===== src/rtl/ysyx_25060170_lsu.sv =====
// Load/store unit between EXU and WBU: aligns and sign-extends loads, replicates store data,
// flags malformed/misaligned accesses and aborts memory transactions that exceed a cycle budget.
module ysyx_25060170_lsu #(
    parameter int unsigned TIMEOUT_CYC = 255
) (
    input  logic        clk,
    input  logic        rst,
    input  logic        in_valid,
    output logic        in_ready,
    input  logic [31:0] in_addr,
    input  logic [31:0] in_wdata,
    input  logic        in_mem_rd,
    input  logic        in_mem_wr,
    input  logic [2:0]  in_funct3,
    input  logic [4:0]  in_rd,
    output logic        mem_req_valid,
    input  logic        mem_req_ready,
    output logic [31:0] mem_addr,
    output logic        mem_wen,
    output logic [31:0] mem_wdata,
    output logic [3:0]  mem_wmask,
    input  logic        mem_resp_valid,
    input  logic [31:0] mem_rdata,
    output logic        out_valid,
    input  logic        out_ready,
    output logic [31:0] out_data,
    output logic [4:0]  out_rd,
    output logic        out_err
);
    typedef enum logic [1:0] {IDLE, REQ, WAIT, DONE} state_t;

    localparam logic [15:0] LAST_CNT = 16'(TIMEOUT_CYC - 1);

    state_t      state_reg, state_next;
    logic [31:0] addr_reg;
    logic [31:0] wdata_reg;
    logic [3:0]  wmask_reg;
    logic        wr_reg;
    logic [2:0]  funct3_reg;
    logic [4:0]  dest_reg;
    logic [31:0] data_reg;
    logic        err_reg;
    logic [15:0] cnt_reg;

    logic        is_mem;
    logic        misaligned;
    logic        dec_err;
    logic [3:0]  dec_mask;
    logic [31:0] dec_wdata;
    logic        timeout;
    logic [31:0] lane;
    logic [31:0] load_data;

    // Request decode on the incoming EXU result; funct3[1:0] encodes access size.
    always_comb begin
        is_mem     = in_mem_rd | in_mem_wr;
        misaligned = 1'b0;
        dec_mask   = 4'b1111;
        dec_wdata  = in_wdata;
        case (in_funct3[1:0])
            2'b00: begin
                dec_mask  = 4'b0001 << in_addr[1:0];
                dec_wdata = {4{in_wdata[7:0]}};
            end
            2'b01: begin
                misaligned = in_addr[0];
                dec_mask   = 4'b0011 << in_addr[1:0];
                dec_wdata  = {2{in_wdata[15:0]}};
            end
            2'b10: misaligned = (in_addr[1:0] != 2'b00);
            default: misaligned = 1'b0;
        endcase
        if (!in_mem_wr) begin
            dec_mask = 4'b0000;
        end

        dec_err = 1'b0;
        if (in_mem_rd && in_mem_wr) begin
            dec_err = 1'b1;
        end else if (in_mem_rd) begin
            dec_err = (in_funct3 == 3'd3) || (in_funct3[2:1] == 2'b11) || misaligned;
        end else if (in_mem_wr) begin
            dec_err = (in_funct3 > 3'd2) || misaligned;
        end
    end

    always_comb begin
        lane = mem_rdata >> {addr_reg[1:0], 3'b000};
        case (funct3_reg)
            3'd0:    load_data = {{24{lane[7]}}, lane[7:0]};
            3'd1:    load_data = {{16{lane[15]}}, lane[15:0]};
            3'd4:    load_data = {24'd0, lane[7:0]};
            3'd5:    load_data = {16'd0, lane[15:0]};
            default: load_data = lane;
        endcase
    end

    // A completing handshake/response on the last budget cycle wins over the abort.
    always_comb begin
        state_next = state_reg;
        timeout    = (cnt_reg == LAST_CNT);
        case (state_reg)
            IDLE: if (in_valid) state_next = (dec_err || !is_mem) ? DONE : REQ;
            REQ: begin
                if (mem_req_ready)  state_next = WAIT;
                else if (timeout)   state_next = DONE;
            end
            WAIT: begin
                if (mem_resp_valid) state_next = DONE;
                else if (timeout)   state_next = DONE;
            end
            DONE: if (out_ready) state_next = IDLE;
            default: state_next = IDLE;
        endcase
    end

    always_ff @(posedge clk) begin
        if (rst) begin
            state_reg  <= IDLE;
            addr_reg   <= '0;
            wdata_reg  <= '0;
            wmask_reg  <= '0;
            wr_reg     <= 1'b0;
            funct3_reg <= '0;
            dest_reg   <= '0;
            data_reg   <= '0;
            err_reg    <= 1'b0;
            cnt_reg    <= '0;
        end else begin
            state_reg <= state_next;
            case (state_reg)
                IDLE: if (in_valid) begin
                    addr_reg   <= in_addr;
                    wdata_reg  <= dec_wdata;
                    wmask_reg  <= dec_mask;
                    wr_reg     <= in_mem_wr;
                    funct3_reg <= in_funct3;
                    dest_reg   <= in_rd;
                    err_reg    <= dec_err;
                    data_reg   <= (dec_err || is_mem) ? 32'd0 : in_addr;
                    cnt_reg    <= '0;
                end
                REQ, WAIT: begin
                    cnt_reg <= cnt_reg + 16'd1;
                    if (state_next == DONE) begin
                        if (state_reg == WAIT && mem_resp_valid) begin
                            if (!wr_reg) data_reg <= load_data;
                        end else begin
                            err_reg <= 1'b1;
                        end
                    end
                end
                default: ;
            endcase
        end
    end

    assign in_ready      = (state_reg == IDLE);
    assign mem_req_valid = (state_reg == REQ);
    assign mem_addr      = {addr_reg[31:2], 2'b00};
    assign mem_wen       = (state_reg == REQ) && wr_reg;
    assign mem_wmask     = (state_reg == REQ) ? wmask_reg : 4'b0000;
    assign mem_wdata     = wdata_reg;
    assign out_valid     = (state_reg == DONE);
    assign out_data      = data_reg;
    assign out_rd        = dest_reg;
    assign out_err       = err_reg;

endmodule


===== config.mk =====
export PLATFORM = sky130hd
export DESIGN_NAME = ysyx_25060170_lsu
export DESIGN_NICKNAME = d
export VERILOG_FILES = /design/src/rtl/ysyx_25060170_lsu.sv
export SDC_FILE = /design/constraint.sdc
export NUM_CORES = 1
export LEC_CHECK = 0
export BUFFER_PORTS_ARGS = -buffer_cell sky130_fd_sc_hd__clkbuf_2
export CELL_PAD_IN_SITES_DETAIL_PLACEMENT = 1
export CELL_PAD_IN_SITES_GLOBAL_PLACEMENT = 1
export CORE_UTILIZATION = 39
export DETAILED_ROUTE_END_ITERATION = 12
export PLACE_DENSITY_LB_ADDON = 0.1
export RECOVER_POWER = 50
export SYNTH_ARGS = -nofsm -noshare
export SYNTH_HDL_FRONTEND = slang
export SYNTH_SLANG_ARGS = --single-unit

===== constraint.sdc =====
create_clock -name clk -period 4.7 [get_ports clk]
set_input_delay 0.47 -clock clk [delete_from_list [all_inputs] [get_ports clk]]
set_output_delay 0.47 -clock clk [all_outputs]
set_load 0.01 [all_outputs]

### After elaboration in Yosys (flattened, before gate mapping)

Cells that the tools add are included.

* reduce and logical (&&, ||, !) cells: 19
* shifts and indexed selects: 3
* equality and inequality tests: 17
* $lt $le $gt $ge: 1
* add/subtract/negate cells: 1
* mux-type cells: 28
* bitwise operators: 1

Operators by type and width (number)
* $mux W32: 5
* $pmux W32 S2: 2
* $pmux W32 S4: 1
* $pmux W16 S2: 1
* $shr A32 B5 Y32: 1
* $add A16 B1 Y16 const B: 1
* $eq A16 B8 Y1 const B: 1
* $mux W16: 1
* $mux W2: 6
* $eq A2 B2 Y1 const B: 5
* $ne A2 B2 Y1 const B: 5
* $mux W4: 2
* $pmux W2 S4: 1
* $pmux W4 S2: 1
* $eq A3 B3 Y1 const B: 2
* $mux W1: 6
* $logic_or A1 B1 Y1: 5
* $reduce_and A5 Y1: 1
* $eq A2 B1 Y1 const B: 2
* $logic_not A2 Y1: 2
* $pmux W1 S2: 2
* $reduce_and A2 Y1: 2
* $reduce_and A4 Y1: 1
* $reduce_bool A2 Y1: 2
* 10 further kinds: 12

* input port bits: 112
* logic and storage cells: 80
* output and inout bits: 110
* register bits: 128

### Depth between registers and ports, before layout

Gate-level depths: netlist (run 1).

* depth in word-level cells: 13
* depth in mapped cells: 9
* mapped depth without buffers: 7

### Least setup slack after synthesis (run 1)

Ideal clock, no wire load.

* kind: register to register
* start point: reg state_reg[0]
* end point: reg cnt_reg[14]
* period minus slack after synthesis: 2081 ps
* stages on the path, launching flop included: 9
* library setup time: 128 ps
* slack: 2619 ps
* data arrival time: 1953 ps
* path buffers: 1
* required time: 4572 ps
* cells stage by stage: dfxtp_1 -> inv_1 -> ha_1 -> buf_4 -> mux2i_2 -> nor3b_1 -> nand4_1 -> xor2_1 -> nor2_1

* elaborated cells between the ends (all ways): 8
* classes of those cells: 3 x eq/ne; 1 x mux; 4 x reduce/logical

RTL lines
* from (decl): RTL line 34 `state_t state_reg, state_next;`
* from (signal assigned): RTL line 130 `state_reg <= state_next;`
* $logic_not A2 Y1 *
* via in_ready: RTL line 9 `output logic in_ready,`
* $ne A2 B2 Y1 (no line) / $reduce_bool A2 Y1 (equally long branches)
* $reduce_and A2 Y1 (no line)
* to (signal assigned): RTL line 144 `cnt_reg <= cnt_reg + 16'd1;`
* to (decl): RTL line 43 `logic [15:0] cnt_reg;`

Mark *: on every way through the listed nets, which the timed path passes. The rest lies on a longest branch.
A chain may end at the register's enable or synchronous reset.

### Worst setup path after layout (run 1)

* start point: reg state_reg[1]
* end point: reg data_reg[15], in the netlist out_data[15]

* word-level cells in the longest chain between the ends: 6
* elaborated cells between the ends (all ways): 20
* classes of those cells: 8 x eq/ne; 7 x mux; 5 x reduce/logical

RTL lines
* $mux W2: RTL line 106, 110
* $mux W2, on equally long branches: RTL line 109, 105
* $pmux W2 S4: RTL line 102 `case (state_reg)`
* $eq A2 B2 Y1: RTL line 145 `if (state_next == DONE) begin`
* $ne A2 B2 Y1 (no line)
* $reduce_and A5 Y1 (no line)
* to (signal assigned): RTL line 140 `data_reg <= (dec_err || is_mem) ? 32'd0 : in_addr;`
* to (signal assigned): RTL line 147 `if (!wr_reg) data_reg <= load_data;`
* to (decl): RTL line 41 `logic [31:0] data_reg;`

Parallel ways exist; a longest one is shown, timed or not.

==> summary.txt, run 1 <==
Clock network
  • Clk root buf: clkbuf_16
  • Reg clk slew, reported paths: roughly 0.050 ns
  • Postcts setup bufs: 0
  • Clk buf depth: 2
  • Clk_lat worst skew: around 0.42 ns
  • H-tree depth: 4
  • CTS Sinks: approximately 130
  • CTS tree: yes
  • Post_cts resized: 0
  • Hold-fix buffers, CTS: 0
  • CTS buffer count: 17

Drt
  • Initial drt markers: 321
  • DR vias: about 6400
  • WL final: 21700 um
  • Wirelength per Cell: 18.2 um
  • Avg Vias per Cell: 5.41
  • Post-route DRC: 0
  • Antenna-violating nets left: 0
  • 1st-pass router iterations: 4

Die
  • Initial Util: 0.402
  • Die width: around 130 um
  • Area of the die: between 15000 and 20000 um^2
  • Core area: ~16000 um^2
  • Num ports: 222
  • Die extent in y: 130 um
  • Site Rows: 46

Run status
  • Outcome: complete, no violations

Finish
  • Layout cell share with drive strength beyond 1: 0.176
  • Nets: about 1100
  • Final core utilization: 0.485
  • Fillers: approximately 2100
  • # diodes: 0
  • Area grow syn2layout: 20.7%

Power and ir drop
  • Switching power: around 0.0018 W
  • LEAKAGE: 2.99 nW
  • Switching Fraction: 0.404
  • Max VDD drop: between 0.2 and 0.3 mV
  • Logic pwr share: 0.394
  • Sequential share of power: 0.339
  • Internal power: 0.00264 W
  • Clock power share: 0.267
  • Pwr Density: 572 nW/um^2

Synth
  • Yosys cell types: 54
  • Top FF cell, synth: dfxtp_1
  • Synth Cell Area: ~6400 um^2
  • Synth area leaders: dfxtp_1 40%, nand2_1 8.0%, a21oi_1 5.9%, a211oi_1 5.1%, nor2_1 4.0%
  • #FFs+latches synth: ~130
  • Synthesized instance count: just over 800
  • Post-synth EDFFs: 0
  • Register area share after synthesis: 0.399
  • Post-synthesis area per instance: approximately 8 um^2
  • Async S/R FF share, synth: 0
  • Synth top area share: 0.399
  • Synth area leader: dfxtp_1
  • Top-count cell post-synth: nand2_1
  • Ys Warns: 0
  • Most frequent cells after synthesis: 137 x nand2_1, 128 x dfxtp_1, 76 x a21oi_1, 69 x nor2_1, 44 x a211oi_1

Critical path
  • Critical Path RT: ~5.0 ns
  • Crit end category: flop
  • Reg2Reg Setup Slack: approximately 1.3 ns
  • Data arrival, critical path: 3.71 ns
  • Startpoint types: flop
  • Critical path class: reg2reg
  • Worst R2R Start: state_reg[1]$_SDFF_PP0_
  • R2R depth: 8
  • Crit. Startpoint: state_reg[1]$_SDFF_PP0_
  • Worst setup endpoint: out_data[15]$_SDFFE_PP0P_
  • Reg2reg end: out_data[15]$_SDFFE_PP0P_
  • Critical-path maximum fanout: 39

Global routing
  • Gr usage total: 0.255
  • GRT Residual Overflow: 0
  • Vias in the first global route: between 6000 and 7000
  • Pin count of the biggest net entering global routing: between 70 and 80
  • Antenna violations before repair: 0
  • First-pass GRT wire length: 33400 um

STA
  • Fmax: 295 MHz
  • Final setup vio count: 0
  • RSZ-0062 raised after global routing: false
  • Setup TNS: 0 ns
  • Clk_skew: 0.00591 ns
  • Relative slew slack: 0.0775
  • Slew Limit Fails: 0
  • Period utilisation layout: 0.722
  • Final Hold Fails: 0
  • Final hold slack: about 0.28 ns
  • Least-Margin Pin Slew: ~1.4 ns
  • Crit path time final: between 3 and 4 ns

Worst hold path
  • Type of the tightest min-delay check: in2reg

Job
  • Number of max-cap violations: 0

Placed design
  • IO Port Bufs: approximately 220
  • RD Place Congestion: 0.844
  • DP Wirelength: between 15000 and 20000 um
-- through the flow --
step / instances / cell area (um^2) / setup WS, ns / power [W]
finish: 1188 / 7760 / 1.30 / 0.00444
global route: 1188 / 7760 / 0.976 / 0.00473
CTS: 1188 / 7900 / 1.41 / 0.00455
detailed placement: 1158 / 7390 / 1.34 / 0.00335
global placement: 1158 / 7390 / 1.57 / 0.00326
floorplan: 808 / 6430 / 2.62 / 0.00274
-- cell families (layout without fill, tap and decap cells) --
family / Yosys count / after routing / synth area share
other: 1 / 2 / 0.000583
buffers and inverters: 108 / 272 / 0.0846
AND/OR/NAND/NOR: 310 / 310 / 0.222
flip-flops: 128 / 128 / 0.399
AO/OA/AOI/OAI: 214 / 214 / 0.217
XOR/XNOR: 14 / 14 / 0.0191
adder cells (fa/ha/maj): 10 / 10 / 0.0195
multiplexers: 22 / 22 / 0.0387
-- layout by cell type, fill, tap and decap left out, types with 9 or more instances in the layout --
| cell type | n |
|---|---|
| a211oi_1 | 44 |
| nand2b_1 | 21 |
| nand2_1 | 137 |
| clkbuf_1 | 108 |
| a21oi_1 | 76 |
| xor2_1 | 11 |
| a311oi_1 | 11 |
| nor2_1 | 68 |
| mux2_2 | 10 |
| dfxtp_1 | 128 |
| mux2i_1 | 11 |
| a22oi_1 | 9 |
| inv_1 | 15 |
| o21ai_0 | 32 |
| nor3_1 | 32 |
| nor2b_1 | 12 |
| clkbuf_2 | 116 |
| clkbuf_16 | 17 |
| ha_1 | 10 |
-- metal layers --
metal  GRT usage  share of wire
met1       0.301           0.43
met2       0.445           0.48
met3      0.0627          0.068
met4      0.0974          0.021
met5           0              0
-- area by class of cell --
cell class / count / area [um^2] / share of cell area
clock inverter: 8 / 67.6 / 0.00871
timing repair buffer: 227 / 1030 / 0.132
multi-input combinational: 572 / 3330 / 0.429
tap: 216 / 270 / 0.0348
clock buffer: 22 / 444 / 0.0572
sequential: 128 / 2560 / 0.330
inverter: 15 / 56.3 / 0.00726
-- how the worst min path moves through the flow --
stage                                     end  cells after the start                       from
floorplan           wmask_reg[0]$_SDFFE_PP0P_                      2  wmask_reg[0]$_SDFFE_PP0P_
global placement       out_rd[4]$_SDFFE_PP0P_                      2     out_rd[4]$_SDFFE_PP0P_
detailed placement  addr_reg[14]$_SDFFE_PP0P_                      2  addr_reg[14]$_SDFFE_PP0P_
CTS                    out_rd[2]$_SDFFE_PP0P_                      3                   in_rd[2]
global route           out_rd[2]$_SDFFE_PP0P_                      3                   in_rd[2]
finish                 out_rd[3]$_SDFFE_PP0P_                      3                   in_rd[3]
-- power by group through the flow --
stage / sequential, W / combinational, W / clock (W)
2_1_floorplan: 0.00157 / 0.00117 / 0
3_3_place_gp: 0.00151 / 0.00174 / 0
3_5_place_dp: 0.00152 / 0.00182 / 0
4_1_cts: 0.00151 / 0.00183 / 0.00121
5_1_grt: 0.00154 / 0.00195 / 0.00125
6_report: 0.00150 / 0.00175 / 0.00118
-- worst max-delay path: stages, from the launching register on --
cell     delay [ns]
dfxtp_1        0.43
inv_1          0.11
ha_1           0.29
buf_4          0.36
mux2i_1        0.31
nor3_2         0.28
o21a_1         0.96
o21ai_0        0.23
o32ai_1        0.30
(Power assumes the default switching activity.)
==> inputs of run 2 (changes only) <==
--- a/config.mk
+++ b/config.mk
@@ -8,7 +8,7 @@
 export BUFFER_PORTS_ARGS = -buffer_cell sky130_fd_sc_hd__clkbuf_2
 export CELL_PAD_IN_SITES_DETAIL_PLACEMENT = 1
 export CELL_PAD_IN_SITES_GLOBAL_PLACEMENT = 1
-export CORE_UTILIZATION = 39
+export CORE_UTILIZATION = 36
 export DETAILED_ROUTE_END_ITERATION = 12
 export PLACE_DENSITY_LB_ADDON = 0.1
 export RECOVER_POWER = 50
==> constraint.sdc (replaced) <==
create_clock -name clk -period 3.2 [get_ports clk]
set_input_delay 0.32 -clock clk [delete_from_list [all_inputs] [get_ports clk]]
set_output_delay 0.32 -clock clk [all_outputs]
set_load 0.01 [all_outputs]
==> run 2 against run 1 <==
Compared with the run above:
- count of clock-buffer cells in the layout increased by 1
- flip-flop and latch count unchanged
- setup slack got worse by 0.76 ns
- register-to-register slack got worse by 0.76 ns
- sequential share of layout area decreased by 0.74 points
- routed wire length decreased by 1.7%
- largest power group unchanged
- clock skew increased by 0.0092 ns
- design area increased by 2.3%
- global-route usage decreased by 2.2 points
- combinational power increased by 51%
- via count decreased by 2.0%
- non-clock buffer count increased by 9
- critical endpoint is now out_data[8]$_SDFFE_PP0P_
==> summary.txt, run 2 (synthesized netlist as in run 1, its figures left out) <==
Run status
  • Outcome: complete, no violations

Drt
  • Antenna-violating nets left: 0 (unchanged)
  • Avg Vias per Cell: 5.23 (-3.5%)
  • Initial drt markers: 337 (+5.0%)
  • DR vias: 6303 (-2.0%)
  • Post-route DRC: 0 (unchanged)
  • Wirelength per Cell: 17.7 um (-3.2%)
  • WL final: 21300 um (-1.7%)
  • 1st-pass router iterations: 5 (+1)

Clock network
  • CTS tree: yes
  • Reg clk slew, reported paths: 0.06 ns (about the same)
  • Post_cts resized: 0 (unchanged)
  • H-tree depth: 4 (unchanged)
  • CTS Sinks: 128 (unchanged)
  • Clk_lat worst skew: 0.42 ns (about the same)
  • CTS buffer count: 17 (unchanged)
  • Hold-fix buffers, CTS: 0 (unchanged)
  • Clk buf depth: 2 (unchanged)
  • Clk root buf: clkbuf_16
  • Postcts setup bufs: 0 (unchanged)

Finish
  • Commonest non-fill, non-tap cells in the layout: 137 x nand2_1, 128 x dfxtp_1, 114 x clkbuf_2
  • Layout Cells excl Fill: 1206 (+1.5%)
  • Fillers: 2180 (+4.9%)
  • Most common cell after layout, fill and taps aside: nand2_1
  • Layout cell share with drive strength beyond 1: 0.184 (+0.00775)
  • Area grow syn2layout: 23.5%
  • Nets: 1092 (+0.83%)

Critical path
  • Crit. path cell count: 7 (-1)
  • Critical Path RT: 3.52 ns (-1.49 ns)
  • Critical path buffers and inverters: 2 (unchanged)
  • Data arrival, critical path: 2.98 ns (-0.73 ns)
  • Crit-path slowest cell: nand2_1
  • Crit path cell chain: inv_1, ha_1, nand2_1, nor2_2, buf_4, o21ai_0, o32ai_1
  • Family with the most delay on the worst path: simple AND/OR/NAND/NOR gates
  • R2R depth: 7 (-1)
  • Critical path class: reg2reg
  • Critical-path maximum fanout: 34 (-13%)
  • Startpoint types: flop
  • Crit end category: flop
  • Crit path largest cell delay: 0.62 ns (-0.34 ns)

Placed design
  • IO Port Bufs: 219 (unchanged)
  • DP Wirelength: 15000 um (-2.7%)
  • RD Place Congestion: 0.804 (-4.7%)
  • Dpl cells: 1176 (+1.6%)

STA
  • Fmax: 377 MHz (+28%)
  • Clk_skew: 0.0151 ns (+0.00921 ns)
  • Final setup vio count: 0 (unchanged)
  • Period utilisation layout: 0.829 (+0.107)
  • Setup TNS: 0 ns (unchanged)
  • Slew Limit Fails: 0 (unchanged)
  • Crit path time final: 2.65 ns (-0.741 ns)
  • Final hold slack: 0.120 ns (-0.161 ns)
  • Final Hold Fails: 0 (unchanged)
  • Least-Margin Pin Slew: 0.821 ns (-0.563 ns)
  • Relative slew slack: 0.452 (+0.374)
  • RSZ-0062 raised after global routing: false

Die
  • Initial Util: 0.370 (-0.0314)
  • Die extent in y: 136 um (+4.0%)
  • Site Rows: 48 (+4.3%)
  • Num ports: 222 (unchanged)
  • Core area: 17400 um^2 (+8.5%)
  • Die width: 136 um (+4.0%)
  • Area of the die: 18400 um^2 (+8.2%)

Worst hold path
  • Hold depth: 3 (unchanged)
  • Type of the tightest min-delay check: in2reg

Power and ir drop
  • Pwr Density: 858 nW/um^2 (+50%)
  • Max VDD drop: 0.360 mV (+26%)
  • LEAKAGE: 3.08 nW (+2.8%)

Global routing
  • Gr usage total: 0.232 (-0.0224)
  • GRT Residual Overflow: 0 (unchanged)
  • Vias in the first global route: 6219 (-3.9%)
  • Antenna violations before repair: 0 (unchanged)
  • Pin count of the biggest net entering global routing: 88 (+14%)
  • First-pass GRT wire length: 33200 um (-0.50%)

Job
  • Number of max-cap violations: 0 (unchanged)
run 2: cell count changes in the layout (fill, tap and decap cells not counted), sizes merged:
cell,change
buf,+10
bufinv,+2
clkinv,-4
diode,+1
run 2: area by class of cell:
class	instances	area, um^2	area share
multi-input cells	572	3330	0.419
clock inverters	6	108	0.0136
repair buffers	236	1120	0.141
well taps	225	282	0.0355
clock buffers	23	478	0.0602
inverters	15	56.3	0.00709
flip-flops and latches	128	2560	0.323
diodes	1	2.50	0.000315
run 2: power by group:
part           internal [W]  switching, W  total [W]
clock               0.00127      0.000696    0.00197
sequential          0.00197      0.000234    0.00221
combinational      0.000926       0.00171    0.00264
run 2: worst register-to-register path, cell delays in order, from the launching register on:
cell     delay (ns)
dfxtp_1        0.37
inv_1          0.13
ha_1           0.45
nand2_1        0.62
nor2_2         0.22
buf_4          0.37
o21ai_0        0.16
o32ai_1        0.26
run 2: final timing paths:
| kind | from | endpoint | slack, ns |
|---|---|---|---|
| worst max register to register | state_reg[1]$_SDFF_PP0_ | out_data[8]$_SDFFE_PP0P_ | 0.55 |
| worst min-delay path | in_rd[0] | out_rd[0]$_SDFFE_PP0P_ | 0.12 |
| worst max-delay path | state_reg[1]$_SDFF_PP0_ | out_data[8]$_SDFFE_PP0P_ | 0.55 |
| worst min register to register | wmask_reg[0]$_SDFFE_PP0P_ | wmask_reg[0]$_SDFFE_PP0P_ | 0.45 |
run 2: metal layers:
layer / share of wire / vias to the layer above / GRT usage / wire [um]
met1: 0.44 / 2998 / 0.289 / 9430
li1: - / 3114 / - / -
met4: 0.0072 / 0 / 0.0655 / 153
met3: 0.073 / 13 / 0.0625 / 1550
met2: 0.48 / 178 / 0.391 / 10200
met5: 0 / - / 0 / 0
run 2: metrics by stage:
step                 util  total power [W]  setup slack (ns)  cell area (um^2)
finish              0.457          0.00681             0.546              7940
global route        0.457          0.00725             0.376              7940
CTS                 0.465          0.00698             0.820              8080
detailed placement  0.432          0.00498             0.840              7490
global placement    0.432          0.00495             0.925              7490
floorplan               -          0.00402              1.12              6430
==> inputs of run 3 (changes only) <==
--- a/config.mk
+++ b/config.mk
@@ -8,7 +8,7 @@
 export BUFFER_PORTS_ARGS = -buffer_cell sky130_fd_sc_hd__clkbuf_2
 export CELL_PAD_IN_SITES_DETAIL_PLACEMENT = 1
 export CELL_PAD_IN_SITES_GLOBAL_PLACEMENT = 1
-export CORE_UTILIZATION = 36
+export CORE_UTILIZATION = 33
 export DETAILED_ROUTE_END_ITERATION = 12
 export PLACE_DENSITY_LB_ADDON = 0.1
 export RECOVER_POWER = 50
==> constraint.sdc (replaced) <==
create_clock -name clk -period 2.2 [get_ports clk]
set_input_delay 0.22 -clock clk [delete_from_list [all_inputs] [get_ports clk]]
set_output_delay 0.22 -clock clk [all_outputs]
set_load 0.01 [all_outputs]
==> run 3 against run 2 <==
Compared with the run above:
- cell count grew 4.3%
- clock power grew 53%
- non-clock buffer count grew 16
- combinational power grew 52%
- first-iteration DRC count shrank 32%
- die area grew 8.9%
- hold slack lost 0.10 ns
- register-to-register slack lost 0.35 ns
- largest power group unchanged
==> summary.txt, run 3 (synthesized netlist as in run 1, its figures left out) <==
Die
  • Initial Util: 0.340 (-0.0301)
  • Core area: 18900 um^2 (+8.9%)
  • Site Rows: 50 (+4.2%)
  • Die extent in y: 142 um (+4.4%)
  • Die width: 142 um (+4.4%)
  • Num ports: 222 (unchanged)
  • Area of the die: 20000 um^2 (+8.9%)

Critical path
  • Critical Path RT: 2.48 ns (-1.04 ns)
  • Critical path buffers and inverters: 0 (-2)
  • Crit end category: flop
  • Critical-path maximum fanout: 9 (-74%)
  • Crit path largest cell delay: 0.57 ns (-0.05 ns)
  • Crit-path slowest cell: mux4_2
  • Data arrival, critical path: 2.28 ns (-0.70 ns)
  • Startpoint types: flop
  • Critical path class: reg2reg
  • Crit path cell chain: mux4_2, o22ai_1, nor4_4, o21ai_2, a211oi_1
  • Reg2Reg Setup Slack: 0.20 ns (-0.35 ns)
  • Family with the most delay on the worst path: compound AO/OA/AOI/OAI gates

Placed design
  • Pre-CTS setup slack: 0.0700 ns (-0.770 ns)
  • IO Port Bufs: 219 (unchanged)
  • RD Place Congestion: 0.822 (+2.3%)
  • Dpl cells: 1227 (+4.3%)
  • DP Wirelength: 16000 um (+6.2%)

STA
  • Fmax: 500 MHz (+33%)
  • Clk_skew: 0.00839 ns (-0.00673 ns)
  • Least-Margin Pin Slew: 0.516 ns (-0.305 ns)
  • Final setup vio count: 0 (unchanged)
  • Slew Limit Fails: 0 (unchanged)
  • Worst setup margin: 0.199 ns (-0.347 ns)
  • Crit path time final: 2.00 ns (-0.653 ns)
  • Relative slew slack: 0.656 (+0.204)
  • Period utilisation layout: 0.909 (+0.0800)
  • Setup TNS: 0 ns (unchanged)
  • RSZ-0062 raised after global routing: false
  • Final Hold Fails: 0 (unchanged)

Finish
  • Area grow syn2layout: 27.0%
  • Commonest non-fill, non-tap cells in the layout: 137 x nand2_1, 128 x dfxtp_1, 119 x clkbuf_2
  • # diodes: 0 (-1)
  • Layout Cells excl Fill: 1258 (+4.3%)
  • Layout cell share with drive strength beyond 1: 0.204 (+0.0207)
  • Most common cell after layout, fill and taps aside: nand2_1
  • Final core utilization: 0.432 (-0.0253)
  • Nets: 1108 (+1.5%)

Power and ir drop
  • Logic pwr share: 0.393 (+0.006)
  • Switching power: 0.00394 W (+49%)
  • LEAKAGE: 3.18 nW (+3.4%)
  • Total power: 0.0102 W (+50%)
  • Sequential share of power: 0.311 (-0.013)
  • Internal power: 0.00628 W (+51%)
  • Clock power share: 0.296 (+0.007)
  • Pwr Density: 1250 nW/um^2 (+46%)
  • Max VDD drop: 0.687 mV (+91%)
  • Switching Fraction: 0.386 (-0.00218)

Clock network
  • Clk buf depth: 2 (unchanged)
  • Clk root buf: clkbuf_16
  • CTS tree: yes
  • Postcts setup bufs: 0 (unchanged)
  • Clk_lat worst skew: 0.42 ns (about the same)
  • CTS Sinks: 128 (unchanged)
  • Reg clk slew, reported paths: 0.06 ns (about the same)
  • CTS buffer count: 17 (unchanged)
  • H-tree depth: 4 (unchanged)

Drt
  • Antenna-violating nets left: 0 (unchanged)
  • WL final: 21900 um (+2.7%)
  • Initial drt markers: 229 (-32%)
  • Met2 routed WL: 10300 um (+1.0%)
  • Post-route DRC: 0 (unchanged)
  • WL met1: 10000 um (+6.0%)
  • Metal3 WL: 1380 um (-11%)
  • 1st-pass router iterations: 4 (-1)
  • Avg Vias per Cell: 5.05 (-3.5%)
  • Top Layer Used: met5
  • Wirelength per Cell: 17.4 um (-1.6%)
  • DR vias: 6347 (+0.70%)

Global routing
  • GRT Residual Overflow: 0 (unchanged)
  • First-pass GRT wire length: 34300 um (+3.4%)
  • Vias in the first global route: 6254 (+0.56%)
  • Pin count of the biggest net entering global routing: 42 (-52%)
  • Antenna violations before repair: 2 (+2)
  • Gr usage total: 0.221 (-0.0108)

Worst hold path
  • Type of the tightest min-delay check: in2reg

Job
  • Number of max-cap violations: 0 (unchanged)

Run status
  • Outcome: complete, no violations
-- run 3: changes by cell type in the layout (fill, tap and decap cells not counted), moves of 2 or more --
cell	before	now
clkbuf_2	114	119
buf_4	16	28
clkinv_4	0	2
and2_0	4	0
clkbuf_1	107	104
and2_1	3	7
-- run 3: metrics by stage --
stage	hold slack, ns	instance area (um^2)
6_report	0.0183	8160
5_1_grt	0.0179	8160
4_1_cts	0.00204	8290
3_5_place_dp	0.447	7670
3_3_place_gp	0.442	7670
2_1_floorplan	0.356	6430
-- run 3: worst paths after layout --
path         cells past startpoint                        end                      start
max                              5  out_data[23]$_SDFFE_PP0P_   addr_reg[1]$_SDFFE_PP0P_
min                              3     out_rd[1]$_SDFFE_PP0P_                   in_rd[1]
max reg2reg                      5  out_data[23]$_SDFFE_PP0P_   addr_reg[1]$_SDFFE_PP0P_
min reg2reg                      2  wmask_reg[0]$_SDFFE_PP0P_  wmask_reg[0]$_SDFFE_PP0P_
-- run 3: cell type report --
type | count | area, um^2
multi-input cells | 572 | 3340
clock buffers | 22 | 464
inverters | 15 | 56.3
fillers | 2383 | 10700
clock inverters | 9 | 158
repair buffers | 252 | 1260
flip-flops and latches | 128 | 2560
well taps | 260 | 325
-- run 3: repair_timing --
action	CTS	global route
setup endpoints to repair	0	32
resized for setup	0	3
hold buffers	0	0
-- run 3: power by group through the flow --
stage | logic [W] | clock network, W | registers (W)
6_report | 0.00402 | 0.00302 | 0.00318
3_3_place_gp | 0.00410 | 0 | 0.00322
2_1_floorplan | 0.00249 | 0 | 0.00336
3_5_place_dp | 0.00416 | 0 | 0.00323
5_1_grt | 0.00444 | 0.00320 | 0.00324
4_1_cts | 0.00419 | 0.00309 | 0.00319
-- run 3: worst reg2reg max path, cell delays in order (launching register included) --
cell      delay [ns]
dfxtp_1         0.35
mux4_2          0.57
o22ai_1         0.27
nor4_4          0.10
o21ai_2         0.40
a211oi_1        0.16
-- run 3: per-layer routing --
metal | vias up | global-route usage
li1 | 3148 | -
met1 | 3006 | 0.282
met2 | 172 | 0.365
met5 | - | 0
met4 | 4 | 0.0560
met3 | 17 | 0.0661
